[config.mk]
export PLATFORM = sky130hd
export DESIGN_NAME = can_tx_scheduler
export DESIGN_NICKNAME = d
export VERILOG_FILES = /design/src/rtl/can_tx_scheduler.sv
export SDC_FILE = /design/constraint.sdc
export NUM_CORES = 1
export LEC_CHECK = 0
export ABC_AREA = 1
export BUFFER_PORTS_ARGS = -buffer_cell sky130_fd_sc_hd__buf_2
export CORE_MARGIN = 2
export CORE_UTILIZATION = 45
export CTS_BUF_LIST = sky130_fd_sc_hd__clkbuf_8 sky130_fd_sc_hd__clkbuf_16
export DETAILED_ROUTE_END_ITERATION = 12
export PLACE_DENSITY = 0.81
export REMOVE_ABC_BUFFERS = 1
export SYNTH_ARGS = -nofsm -noshare
export SYNTH_HDL_FRONTEND = slang
export SYNTH_SLANG_ARGS = --single-unit
[constraint.sdc]
create_clock -name i_Clock -period 4.4 [get_ports i_Clock]
set_input_delay 0.44 -clock i_Clock [delete_from_list [all_inputs] [get_ports i_Clock]]
set_output_delay 0.44 -clock i_Clock [all_outputs]
set_load 0.01 [all_outputs]
[src/rtl/can_tx_scheduler.sv]
// CAN transmit scheduler: collects mailbox requests, waits for bus idle, grants the
// lowest-identifier pending mailbox to the bit transmitter and resolves the result.
module can_tx_scheduler #(
    parameter int NUM_MB       = 4,
    parameter int SEL_W        = 2,
    parameter int CLKS_PER_BIT = 10,
    parameter int IDLE_BITS    = 11,
    parameter int RETRY_MAX    = 3
) (
    input  logic                 i_Clock,
    input  logic                 i_Reset,
    input  logic [NUM_MB-1:0]    i_Req,
    input  logic [NUM_MB*11-1:0] i_Id,
    input  logic                 i_Rx_Serial,
    output logic                 o_Tx_Valid,
    input  logic                 i_Tx_Ready,
    output logic [SEL_W-1:0]     o_Tx_Sel,
    output logic [10:0]          o_Tx_Id,
    input  logic                 i_Tx_Done,
    input  logic                 i_Tx_Lost,
    input  logic                 i_Tx_Err,
    output logic [NUM_MB-1:0]    o_Pending,
    output logic [NUM_MB-1:0]    o_Done,
    output logic [NUM_MB-1:0]    o_Abort,
    output logic                 o_Busy
);

    localparam int             IDLE_LIMIT = IDLE_BITS * CLKS_PER_BIT;
    localparam int             CNT_W      = $clog2(IDLE_LIMIT + 1);
    localparam logic [CNT_W-1:0] IDLE_MAX = CNT_W'(IDLE_LIMIT);
    localparam logic [3:0]     RETRY_LIM  = 4'(RETRY_MAX);

    typedef enum logic [1:0] {
        S_IDLE_WAIT,
        S_SELECT,
        S_OFFER,
        S_ACTIVE
    } state_t;

    state_t             state_q, state_d;
    logic               rx_meta_q, rx_meta_d;
    logic               rx_sync_q, rx_sync_d;
    logic [CNT_W-1:0]   idle_cnt_q, idle_cnt_d;
    logic [NUM_MB-1:0]  pending_q, pending_d;
    logic [3:0]         retry_q [NUM_MB];
    logic [3:0]         retry_d [NUM_MB];
    logic [SEL_W-1:0]   sel_q, sel_d;
    logic [10:0]        id_q, id_d;
    logic [NUM_MB-1:0]  done_q, done_d;
    logic [NUM_MB-1:0]  abort_q, abort_d;

    logic [10:0]        mb_id [NUM_MB];
    logic               best_found;
    logic [SEL_W-1:0]   best_sel;
    logic [10:0]        best_id;
    logic               bus_idle;
    logic [3:0]         retry_next;

    genvar gi;
    generate
        for (gi = 0; gi < NUM_MB; gi++) begin : g_id
            assign mb_id[gi] = i_Id[gi*11 +: 11];
        end
    endgenerate

    // Strict less-than keeps the lowest index on identifier ties.
    always_comb begin
        best_found = 1'b0;
        best_sel   = '0;
        best_id    = '1;
        for (int k = 0; k < NUM_MB; k++) begin
            if (pending_q[k] && (!best_found || (mb_id[k] < best_id))) begin
                best_found = 1'b1;
                best_sel   = SEL_W'(k);
                best_id    = mb_id[k];
            end
        end
    end

    assign bus_idle = (idle_cnt_q == IDLE_MAX);

    always_comb begin
        rx_meta_d  = i_Rx_Serial;
        rx_sync_d  = rx_meta_q;
        state_d    = state_q;
        pending_d  = pending_q;
        retry_d    = retry_q;
        sel_d      = sel_q;
        id_d       = id_q;
        done_d     = '0;
        abort_d    = '0;
        retry_next = retry_q[sel_q] + 4'd1;

        if (!rx_sync_q) begin
            idle_cnt_d = '0;
        end else if (idle_cnt_q != IDLE_MAX) begin
            idle_cnt_d = idle_cnt_q + 1'b1;
        end else begin
            idle_cnt_d = idle_cnt_q;
        end

        case (state_q)
            S_IDLE_WAIT: begin
                if (bus_idle && (|pending_q)) begin
                    state_d = S_SELECT;
                end
            end
            S_SELECT: begin
                sel_d   = best_sel;
                id_d    = best_id;
                state_d = S_OFFER;
            end
            S_OFFER: begin
                if (i_Tx_Ready) begin
                    state_d = S_ACTIVE;
                end
            end
            S_ACTIVE: begin
                if (i_Tx_Done || i_Tx_Err || i_Tx_Lost) begin
                    state_d    = S_IDLE_WAIT;
                    idle_cnt_d = '0;
                end
                if (i_Tx_Done) begin
                    pending_d[sel_q] = 1'b0;
                    retry_d[sel_q]   = '0;
                    done_d[sel_q]    = 1'b1;
                end else if (i_Tx_Err) begin
                    if (retry_next == RETRY_LIM) begin
                        pending_d[sel_q] = 1'b0;
                        retry_d[sel_q]   = '0;
                        abort_d[sel_q]   = 1'b1;
                    end else begin
                        retry_d[sel_q] = retry_next;
                    end
                end
            end
            default: state_d = S_IDLE_WAIT;
        endcase

        // A new request overrides a same-cycle completion and restarts its retry budget.
        for (int k = 0; k < NUM_MB; k++) begin
            if (i_Req[k]) begin
                pending_d[k] = 1'b1;
                retry_d[k]   = '0;
            end
        end
    end

    // Synchronizer resets to dominant so the bus must prove idle after reset.
    always_ff @(posedge i_Clock) begin
        if (i_Reset) begin
            state_q    <= S_IDLE_WAIT;
            rx_meta_q  <= 1'b0;
            rx_sync_q  <= 1'b0;
            idle_cnt_q <= '0;
            pending_q  <= '0;
            retry_q    <= '{default: '0};
            sel_q      <= '0;
            id_q       <= '0;
            done_q     <= '0;
            abort_q    <= '0;
        end else begin
            state_q    <= state_d;
            rx_meta_q  <= rx_meta_d;
            rx_sync_q  <= rx_sync_d;
            idle_cnt_q <= idle_cnt_d;
            pending_q  <= pending_d;
            retry_q    <= retry_d;
            sel_q      <= sel_d;
            id_q       <= id_d;
            done_q     <= done_d;
            abort_q    <= abort_d;
        end
    end

    assign o_Tx_Valid = (state_q == S_OFFER);
    assign o_Busy     = (state_q == S_OFFER) || (state_q == S_ACTIVE);
    assign o_Tx_Sel   = sel_q;
    assign o_Tx_Id    = id_q;
    assign o_Pending  = pending_q;
    assign o_Done     = done_q;
    assign o_Abort    = abort_q;

endmodule

==> flow_metrics.tcl, run 1 <==
set metrics [dict create \
    setup_viol 13 \
    synth-edff-count 0 \
    fillCellCount 583 \
    required_ps 4640 \
    routed_wl_mm 11.8 \
    power_density_mw_per_mm2 304 \
    placementRows 32 \
    synthFlopType "dfxtp_1" \
    critPathLaunchType "register" \
    busiest_layer "met2" \
    finalCritPeriodShare_pct 110 \
    cp_common_cell "nand2_2" \
    met2_usage_pct 41.1 \
    place_ws_ps -599 \
    drive_above_1_share_pct 38.8 \
    syn-cell-area_sq_mm 0.00358 \
    cts_buffer_depth 2 \
    globalplace.congestion 0.941 \
    drv_slew 0 \
    synth-compound-area-share_pct 18.7 \
    synthSimpleGateAreaFrac_pct 28.8 \
    r2r-start "o_Pending[0]" \
    drv_cap 0 \
    ios 82 \
    clk_latency_ps 310 \
    numCtsBuffers 5 \
    avgSynthCellArea_sq_um 7.00 \
    port-buffer-count 81 \
    max_freq_mhz 207 \
    p_leak_nw 2.35 \
    ys_async_sr_fraction_pct 0 \
    final_common_cell "nand2_1" \
    crit_path_start "o_Pending[0]" \
    grt_pass1_wl_mm 16.3 \
    clock-sinks 52 \
    syn_inst 511 \
    muxShareOfSynthArea_pct 0 \
    grt_max_degree 24 \
    fin_ws_ps -438 \
    min_path_type "input port to register" \
    viasPerCell 5.63 \
    slowest_delay_ps 450 \
    met3_usage_pct 5.24 \
    synth-adder-area-share_pct 13.6 \
    crit_slowest_cell "dfxtp_4" \
    cts_tree "yes" \
    drc 0 \
    area_growth_pct 43.0 \
    die_h_um 93.2 \
    synth_top_family_by_area "simple AND/OR/NAND/NOR gates" \
    coreArea_sq_mm 0.00773 \
    finalNetCount 733 \
    dp_hpwl_mm 7.54 \
    violations "setup timing" \
    dieArea_sq_mm 0.00868 \
    drt_iter0_drc 315 \
    met1_usage_pct 26.2 \
    utilization_pct 66.2 \
    critPathArrivalTime_ps 5070 \
    wl_per_cell_um 16.0 \
    synth_seq_cells 52 \
    cts_max_level 2 \
    synth.distinct_cells 44 \
    antenna_left 0 \
    initial_core_util_pct 46.3 \
    irDropWorstVdd_v 0.000131 \
    critical_path.max_fanout 6 \
    grt_pass1_vias 3816 \
    grt_usage_pct 23.0 \
    outcome "finished, violations left" \
    worstHoldStart "i_Rx_Serial" \
    grt_overflow 0 \
    synth-xor-area-share_pct 1.19 \
    hold_violations 0 \
    tightest_slew_ps 705 \
    vias 4179 \
    cts-root-buf "clkbuf_8" \
    rsz0062_at_grt "true" \
    grt_antenna_before_repair 0 \
    period_minus_slack_ps 4840 \
    ys_warn_count 0 \
    cts-hold-fix-buffers 0 \
    diodes 0 \
    worstSetupPathType "register to register" \
    die_w_um 93.2 \
    dr.pass1.iters 6 \
    clock_skew_ps 10.6 \
    layout_common_cells "nand2_1 (92), buf_2 (81), dfxtp_1 (51)" \
    ys_seq_area_share_pct 29.1 \
    clk_pin_slew_ps 110 \
    end_kind "register" \
    maxSlewHeadroom_pct 52.8 \
]
synthesized netlist by cell type, types with 2 or more instances:
cell type	instances	share of area [%]
o21ai_2	3	0.73
a311oi_1	2	0.49
nand2_2	5	0.87
o221a_2	2	0.63
or2_2	2	0.35
a311oi_2	4	1.7
a22oi_1	2	0.42
a211oi_1	4	0.84
nand3_1	48	6.7
dfxtp_1	52	29
o21ai_0	29	4.1
o21ai_1	11	1.5
ha_1	39	14
nor2_1	49	5.1
inv_4	4	0.70
a31oi_1	8	1.4
nor3_1	5	0.70
inv_2	8	0.84
nand2_1	111	12
inv_1	49	5.1
clkbuf_1	8	0.84
clkinv_1	2	0.21
nand4_1	8	1.4
xor2_1	2	0.49
a21oi_1	35	4.9
layer usage:
metal | vias to the layer above | wire [um]
met3 | 59 | 925
met4 | 0 | 558
met5 | - | 0
li1 | 1992 | -
met2 | 223 | 5810
met1 | 1905 | 4550
kinds of logic (layout without fill, tap and decap cells):
family,count (synthesis),count (layout)
fa+ha+maj,39,39
xor+xnor,4,4
compound gates,107,107
flops,52,52
buf+inv,75,202
simple gates,234,236
path summary, 6_finish.rpt:
check	end	slack [ps]	cells past startpoint
setup reg to reg	o_Tx_Id[2]	-440	32
setup / recovery	o_Tx_Id[2]	-440	32
hold / removal	rx_meta_q	340	3
hold reg to reg	rx_sync_q	420	2
area by class of cell:
class	instances	area, sq um	area share (%)
multi-input combinational	386	2760	53.9
timing repair inverter	1	16.3	0.318
clock inverter	3	20.0	0.391
clock buffer	5	68.8	1.35
sequential	52	1040	20.4
tap	102	128	2.50
inverter	63	259	5.06
timing repair buffer	130	822	16.1
critical path: cells and delay by family (launching register included):
family	cells	cell delay, ps
and+or+nand+nor	18	1660
AOI/OAI and AO/OA	9	1610
adders and majority gates	3	740
DFF	1	450
buffers and inverters	2	260
timing repair:
action	in CTS	in global routing
buffers inserted	4	4
resized for setup	68	67
pin swaps	11	28
setup endpoints to repair	13	13
gates cloned	4	1
state kept, by name, indices dropped and copies added (netlist names):
register and cells:
o_Done 4, o_Tx_Id 11, state_q 2, o_Tx_Sel 2
retry_q 16, o_Pending 4, rx_sync_q 1, idle_cnt_q 7
o_Abort 4, rx_meta_q 1
where the power goes:
part / internal, mW / switching, mW / leakage [nW]
sequential: 0.522 / 0.0585 / 0.423
clock: 0.111 / 0.168 / 0.0455
combinational: 0.276 / 0.419 / 1.88
stage by stage:
stage | power [mW] | TNS (ps) | hold slack [ps] | std cells | cell area (sq um)
after detailed placement | 1.14 | -6980 | 417 | 721 | 4350
final | 1.56 | -4930 | 340 | 742 | 5110
after global placement | 1.12 | -3600 | 417 | 721 | 4350
after global routing | 1.64 | -7020 | 361 | 742 | 5110
after floorplan | 0.912 | -6920 | 388 | 499 | 3520
after CTS | 1.45 | 0 | 347 | 737 | 4710
No activity file was read; power rests on OpenSTA's default activity.
==> run 2: changes to the inputs <==
--- a/config.mk
+++ b/config.mk
@@ -7,12 +7,13 @@
 export LEC_CHECK = 0
 export ABC_AREA = 1
 export BUFFER_PORTS_ARGS = -buffer_cell sky130_fd_sc_hd__buf_2
+export CELL_PAD_IN_SITES_DETAIL_PLACEMENT = 1
+export CELL_PAD_IN_SITES_GLOBAL_PLACEMENT = 2
 export CORE_MARGIN = 2
-export CORE_UTILIZATION = 45
+export CORE_UTILIZATION = 27
 export CTS_BUF_LIST = sky130_fd_sc_hd__clkbuf_8 sky130_fd_sc_hd__clkbuf_16
 export DETAILED_ROUTE_END_ITERATION = 12
-export PLACE_DENSITY = 0.81
-export REMOVE_ABC_BUFFERS = 1
+export PLACE_DENSITY = 0.87
 export SYNTH_ARGS = -nofsm -noshare
 export SYNTH_HDL_FRONTEND = slang
 export SYNTH_SLANG_ARGS = --single-unit
==> run 2 against run 1 <==
The flow still finishes with violations (setup timing). Largest power group unchanged. Global-route usage shrank 5.1 points. Routed wire length up 18%. Clock power up 61%. Clock-buffer cell count is the same.
==> flow_metrics.tcl, run 2 (synthesized netlist as in run 1, its figures left out) <==
set metrics [dict create \
    outcome "finished, violations left" \
    violations "setup timing" \
    min_path_type "input port to register" \
    globalplace.congestion 0.847 \
    rrSetupSlack_ps -240 \
    area_growth_pct 53.2 \
    drv_cap 0 \
    clock_skew_ps 10.2 \
    hold_violations 0 \
    cts-hold-fix-buffers 0 \
    grt_overflow 0 \
    worstSetupPathType "register to register" \
    irDropWorstVdd_v 0.000165 \
    power_mw 1.79 \
    ios 82 \
    port-buffer-count 81 \
    tightest_slew_ps 822 \
    period_minus_slack_ps 4640 \
    crit_buf_inv 4 \
    numCtsBuffers 5 \
    diodes 0 \
    clk_latency_ps 300 \
    maxSlewHeadroom_pct 45.1 \
    grt_pass1_vias 4316 \
    coreArea_sq_mm 0.0131 \
    met1_usage_pct 20.8 \
    die_w_um 119 \
    met3_usage_pct 3.54 \
    critPathLaunchType "register" \
    finalNetCount 742 \
    setup_viol 13 \
    grt_antenna_before_repair 0 \
    finalCritPeriodShare_pct 105 \
    whs_ps 361 \
    largest_register "retry_q" \
    fin_ws_ps -237 \
    ff2ff_path_depth 33 \
    routed_wl_mm 14.0 \
    placementRows 42 \
    crit_cells 33 \
    rsz0062_at_grt "true" \
    largest_register_ffs 16 \
    busiest_layer "met2" \
    drive_above_1_share_pct 43.6 \
    end_kind "register" \
    power_density_mw_per_mm2 327 \
    cts-root-buf "clkbuf_16" \
    crit_slowest_cell "dfxtp_4" \
    vias 4095 \
    critical_path.max_fanout 6 \
    hold_path_depth 3 \
    cts_tree "yes" \
    required_ps 4620 \
    grt_usage_pct 17.9 \
    wl_per_cell_um 16.9 \
    dr.pass1.iters 5 \
    grt_max_degree 24 \
    drc 0 \
    dieArea_sq_mm 0.0142 \
    antenna_left 0 \
    p_leak_nw 2.44 \
    cts_max_level 2 \
    die_h_um 119 \
    clk_pin_slew_ps 70 \
    met2_usage_pct 32.7 \
    viasPerCell 4.96 \
    cp_top_family "simple AND/OR/NAND/NOR gates" \
    critPathArrivalTime_ps 4860 \
    clock-sinks 52 \
    slowest_delay_ps 450 \
    max_freq_mhz 216 \
    drv_slew 0 \
    dp_hpwl_mm 9.65 \
    drt_iter0_drc 122 \
    final_common_cell "nand2_1" \
    initial_core_util_pct 27.3 \
    cp_common_cell "nand2_2" \
    cts_buffer_depth 2 \
    grt_pass1_wl_mm 20.8 \
    syn-num-nets 605 \
    layout_common_cells "nand2_1 (85), buf_2 (82), dfxtp_1 (51)" \
]
run 2: changes by cell type in the layout (fill, tap and decap cells not counted), moves of 5 or more:
cell      previous run  this run
a21oi_1             29        23
a21oi_2              7        13
buf_4               42        50
clkbuf_8             5         0
nand2_1             92        85
nand3_1             46        40
nand3_2              3         9
run 2: power by group:
group | leakage, nW | internal [mW] | total (mW) | switching (mW)
sequential | 0.423 | 0.523 | 0.584 | 0.0617
combinational | 1.93 | 0.302 | 0.761 | 0.459
clock | 0.0856 | 0.269 | 0.449 | 0.180
total | 2.44 | 1.09 | 1.79 | 0.700
run 2: area by class of cell:
| cell class | instances | area, sq um |
|---|---|---|
| clock inverters | 3 | 42.5 |
| multi-input cells | 387 | 2900 |
| well taps | 176 | 220 |
| clock buffers | 5 | 125 |
| repair buffers | 138 | 878 |
| flip-flops and latches | 52 | 1040 |
| fillers | 1600 | 7600 |
| inverters | 63 | 259 |
| repair inverters | 1 | 16.3 |
run 2: layer usage:
layer,wire [um],up-vias
met5,0,-
met2,7140,104
li1,-,2011
met4,488,0
met1,5670,1943
met3,645,37
run 2: final timing paths:
kind | start | end
worst max-delay path | o_Pending[0] | o_Tx_Id[7]
worst min-delay path | i_Rx_Serial | rx_meta_q
worst max register to register | o_Pending[0] | o_Tx_Id[7]
worst min register to register | rx_meta_q | rx_sync_q
run 2: tightest hold or removal path, delay by kind of cell:
family,cells,cell delay (ps)
and+or+nand+nor,1,70
buffers and inverters,2,110
run 2: metrics by stage:
stage / instance area (sq um) / TNS, ps / cells / utilization (%) / setup slack (ps)
CTS: 5050 / -1430 / 819 / 38.6 / -134
global placement: 4500 / -5670 / 801 / 34.4 / -475
finish: 5480 / -2580 / 825 / 41.9 / -237
global route: 5480 / -6230 / 825 / 41.9 / -528
detailed placement: 4500 / -8060 / 801 / 34.4 / -649
floorplan: 3590 / 0 / 511 / - / 6.01
run 2: what timing repair did:
action / CTS / global route
gates cloned: 6 / 1
resized for setup: 76 / 79
setup buffers: 4 / 5
endpoints found under the setup margin: 13 / 13
pin swaps: 14 / 48
==> run 3: changes to the inputs <==
--- a/config.mk
+++ b/config.mk
@@ -14,6 +14,7 @@
 export CTS_BUF_LIST = sky130_fd_sc_hd__clkbuf_8 sky130_fd_sc_hd__clkbuf_16
 export DETAILED_ROUTE_END_ITERATION = 12
 export PLACE_DENSITY = 0.87
+export REMOVE_ABC_BUFFERS = 1
 export SYNTH_ARGS = -nofsm -noshare
 export SYNTH_HDL_FRONTEND = slang
 export SYNTH_SLANG_ARGS = --single-unit
==> run 3 against run 2 <==
The run still ends with setup timing left. Final area down 0.78%. Register-to-register slack worse by 90 ps. Largest cell class unchanged. Sequential share of layout area up 0.15 points. Non-clock buffer count up 1. First-iteration DRC count up 1.6%. Sequential cell count unchanged. Combinational power down 1%. Routed wire length up 1.8%. Hold slack worse by 6.2 ps.
==> flow_metrics.tcl, run 3 (synthesized netlist as in run 1, its figures left out) <==
set metrics [dict create \
    cts_buffer_depth 2 \
    slowest_delay_ps 440 \
    routed_wl_mm 14.2 \
    p_leak_nw 2.44 \
    critical_path.max_fanout 7 \
    outcome "finished, violations left" \
    die_h_um 119 \
    hold_path_depth 3 \
    cts-root-buf "clkbuf_16" \
    dp.cells 802 \
    power_density_mw_per_mm2 323 \
    cts_max_level 2 \
    required_ps 4560 \
    grt_pass1_vias 4322 \
    r2r-start "o_Pending[0]" \
    clk_pin_slew_ps 80 \
    placementRows 42 \
    drc 0 \
    rrSetupSlack_ps -330 \
    area_growth_pct 52.0 \
    cp_common_cell "nand2_2" \
    dp_hpwl_mm 9.53 \
    irDropWorstVdd_v 0.000139 \
    final_cell_count_no_fill 827 \
    grt_max_degree 24 \
    grt_overflow 0 \
    dr.pass1.iters 4 \
    ios 82 \
    critPathLaunchType "register" \
    ff2ff_path_depth 34 \
    worstHoldStart "i_Rx_Serial" \
    hold_violations 0 \
    antenna_left 0 \
    final_common_cell "nand2_1" \
    critPathArrivalTime_ps 4890 \
    finalNetCount 743 \
    grt_usage_pct 18.0 \
    clk_latency_ps 310 \
    worstSetupPathType "register to register" \
    hold_end "rx_meta_q" \
    cts_tree "yes" \
    rsz0062_at_grt "true" \
    clock_skew_ps 13.5 \
    initial_core_util_pct 27.3 \
    crit_slowest_cell "dfxtp_4" \
    end_kind "register" \
    vias 4086 \
    largest_register "retry_q" \
    wl_per_cell_um 17.2 \
    globalplace.congestion 0.808 \
    max_freq_mhz 211 \
    maxSlewHeadroom_pct 46.5 \
    period_minus_slack_ps 4730 \
    clock-sinks 52 \
    die_w_um 119 \
    port-buffer-count 81 \
    setup_viol 13 \
    dieArea_sq_mm 0.0142 \
    min_path_type "input port to register" \
    power_mw 1.76 \
    drt_iter0_drc 124 \
    coreArea_sq_mm 0.0131 \
    drv_slew 0 \
    fin_ws_ps -329 \
    viasPerCell 4.94 \
    layout_common_cells "nand2_1 (85), buf_2 (81), dfxtp_1 (51)" \
    violations "setup timing" \
    largest_register_ffs 16 \
    grt_pass1_wl_mm 20.7 \
    tightest_slew_ps 801 \
    r2r-end "o_Tx_Id[5]" \
    drive_above_1_share_pct 42.6 \
    numCtsBuffers 5 \
    drv_cap 0 \
    grt_antenna_before_repair 1 \
    finalCritPeriodShare_pct 107 \
]
## run 3: cell types whose count changed in the layout (fill, tap and decap cells not counted), sizes merged
cell / before / now
bufinv: 1 / 0
clkbuf: 5 / 6
clkinv: 3 / 4
clkinvlp: 0 / 1
diode: 0 / 1
inv: 63 / 62
## run 3: worst max-delay path, delay by kind of cell (launching register included)
kind	cells	cell delay [ps]
compound gates	6	940
fa+ha+maj	3	760
buf+inv	4	520
flops	1	440
simple gates	21	1880
## run 3: final cells by class
class                           instances  area [sq um]
Fill cell                            1606          7650
Tap cell                              176           220
Multi-Input combinational cell        387          2830
Antenna cell                            1          2.50
Timing Repair Buffer                  139           912
Sequential cell                        52          1040
Clock buffer                            5           125
Inverter                               63           259
Clock inverter                          3          27.5
Timing Repair inverter                  1          16.3
## run 3: metal layers
layer / global-route usage, % / up-vias / routed length (um)
met3: 3.93 / 22 / 648
met5: 0 / - / 0
li1: - / 2008 / -
met2: 33.5 / 96 / 7550
met4: 5.13 / 0 / 336
met1: 20.3 / 1960 / 5660
## run 3: report_power, final
group / internal (mW) / switching, mW
clock: 0.217 / 0.206
sequential: 0.522 / 0.0590
combinational: 0.297 / 0.454
## run 3: metrics by stage
stage	setup TNS (ps)	instance area (sq um)	worst slack (ps)	hold slack, ps	util, %
6_report	-3650	5440	-329	354	41.6
3_5_place_dp	-10750	4490	-867	421	34.3
3_3_place_gp	-7840	4490	-644	427	34.3
5_1_grt	-6870	5440	-579	366	41.5
4_1_cts	-646	5010	-86.8	355	38.3
2_1_floorplan	-6920	3520	-550	388	-
## run 3: timing repair
action / in CTS / in global routing
hold buffers: 0 / 0
setup endpoints to repair: 13 / 13
gates resized for setup: 84 / 70
buffers inserted: 5 / 5
pin swaps: 4 / 24
gates cloned: 5 / 1
## run 3: how the worst max path moves through the flow
stage,end,from,slack (ps),depth (start not counted)
after global placement,o_Tx_Id[5],o_Pending[0],-640,29
after global routing,o_Tx_Id[5],o_Pending[0],-580,34
after CTS,o_Tx_Id[7],o_Pending[0],-90,32
after floorplan,o_Tx_Id[0],o_Pending[0],-550,29
final,o_Tx_Id[5],o_Pending[0],-330,34
after detailed placement,o_Tx_Id[4],o_Pending[0],-870,29
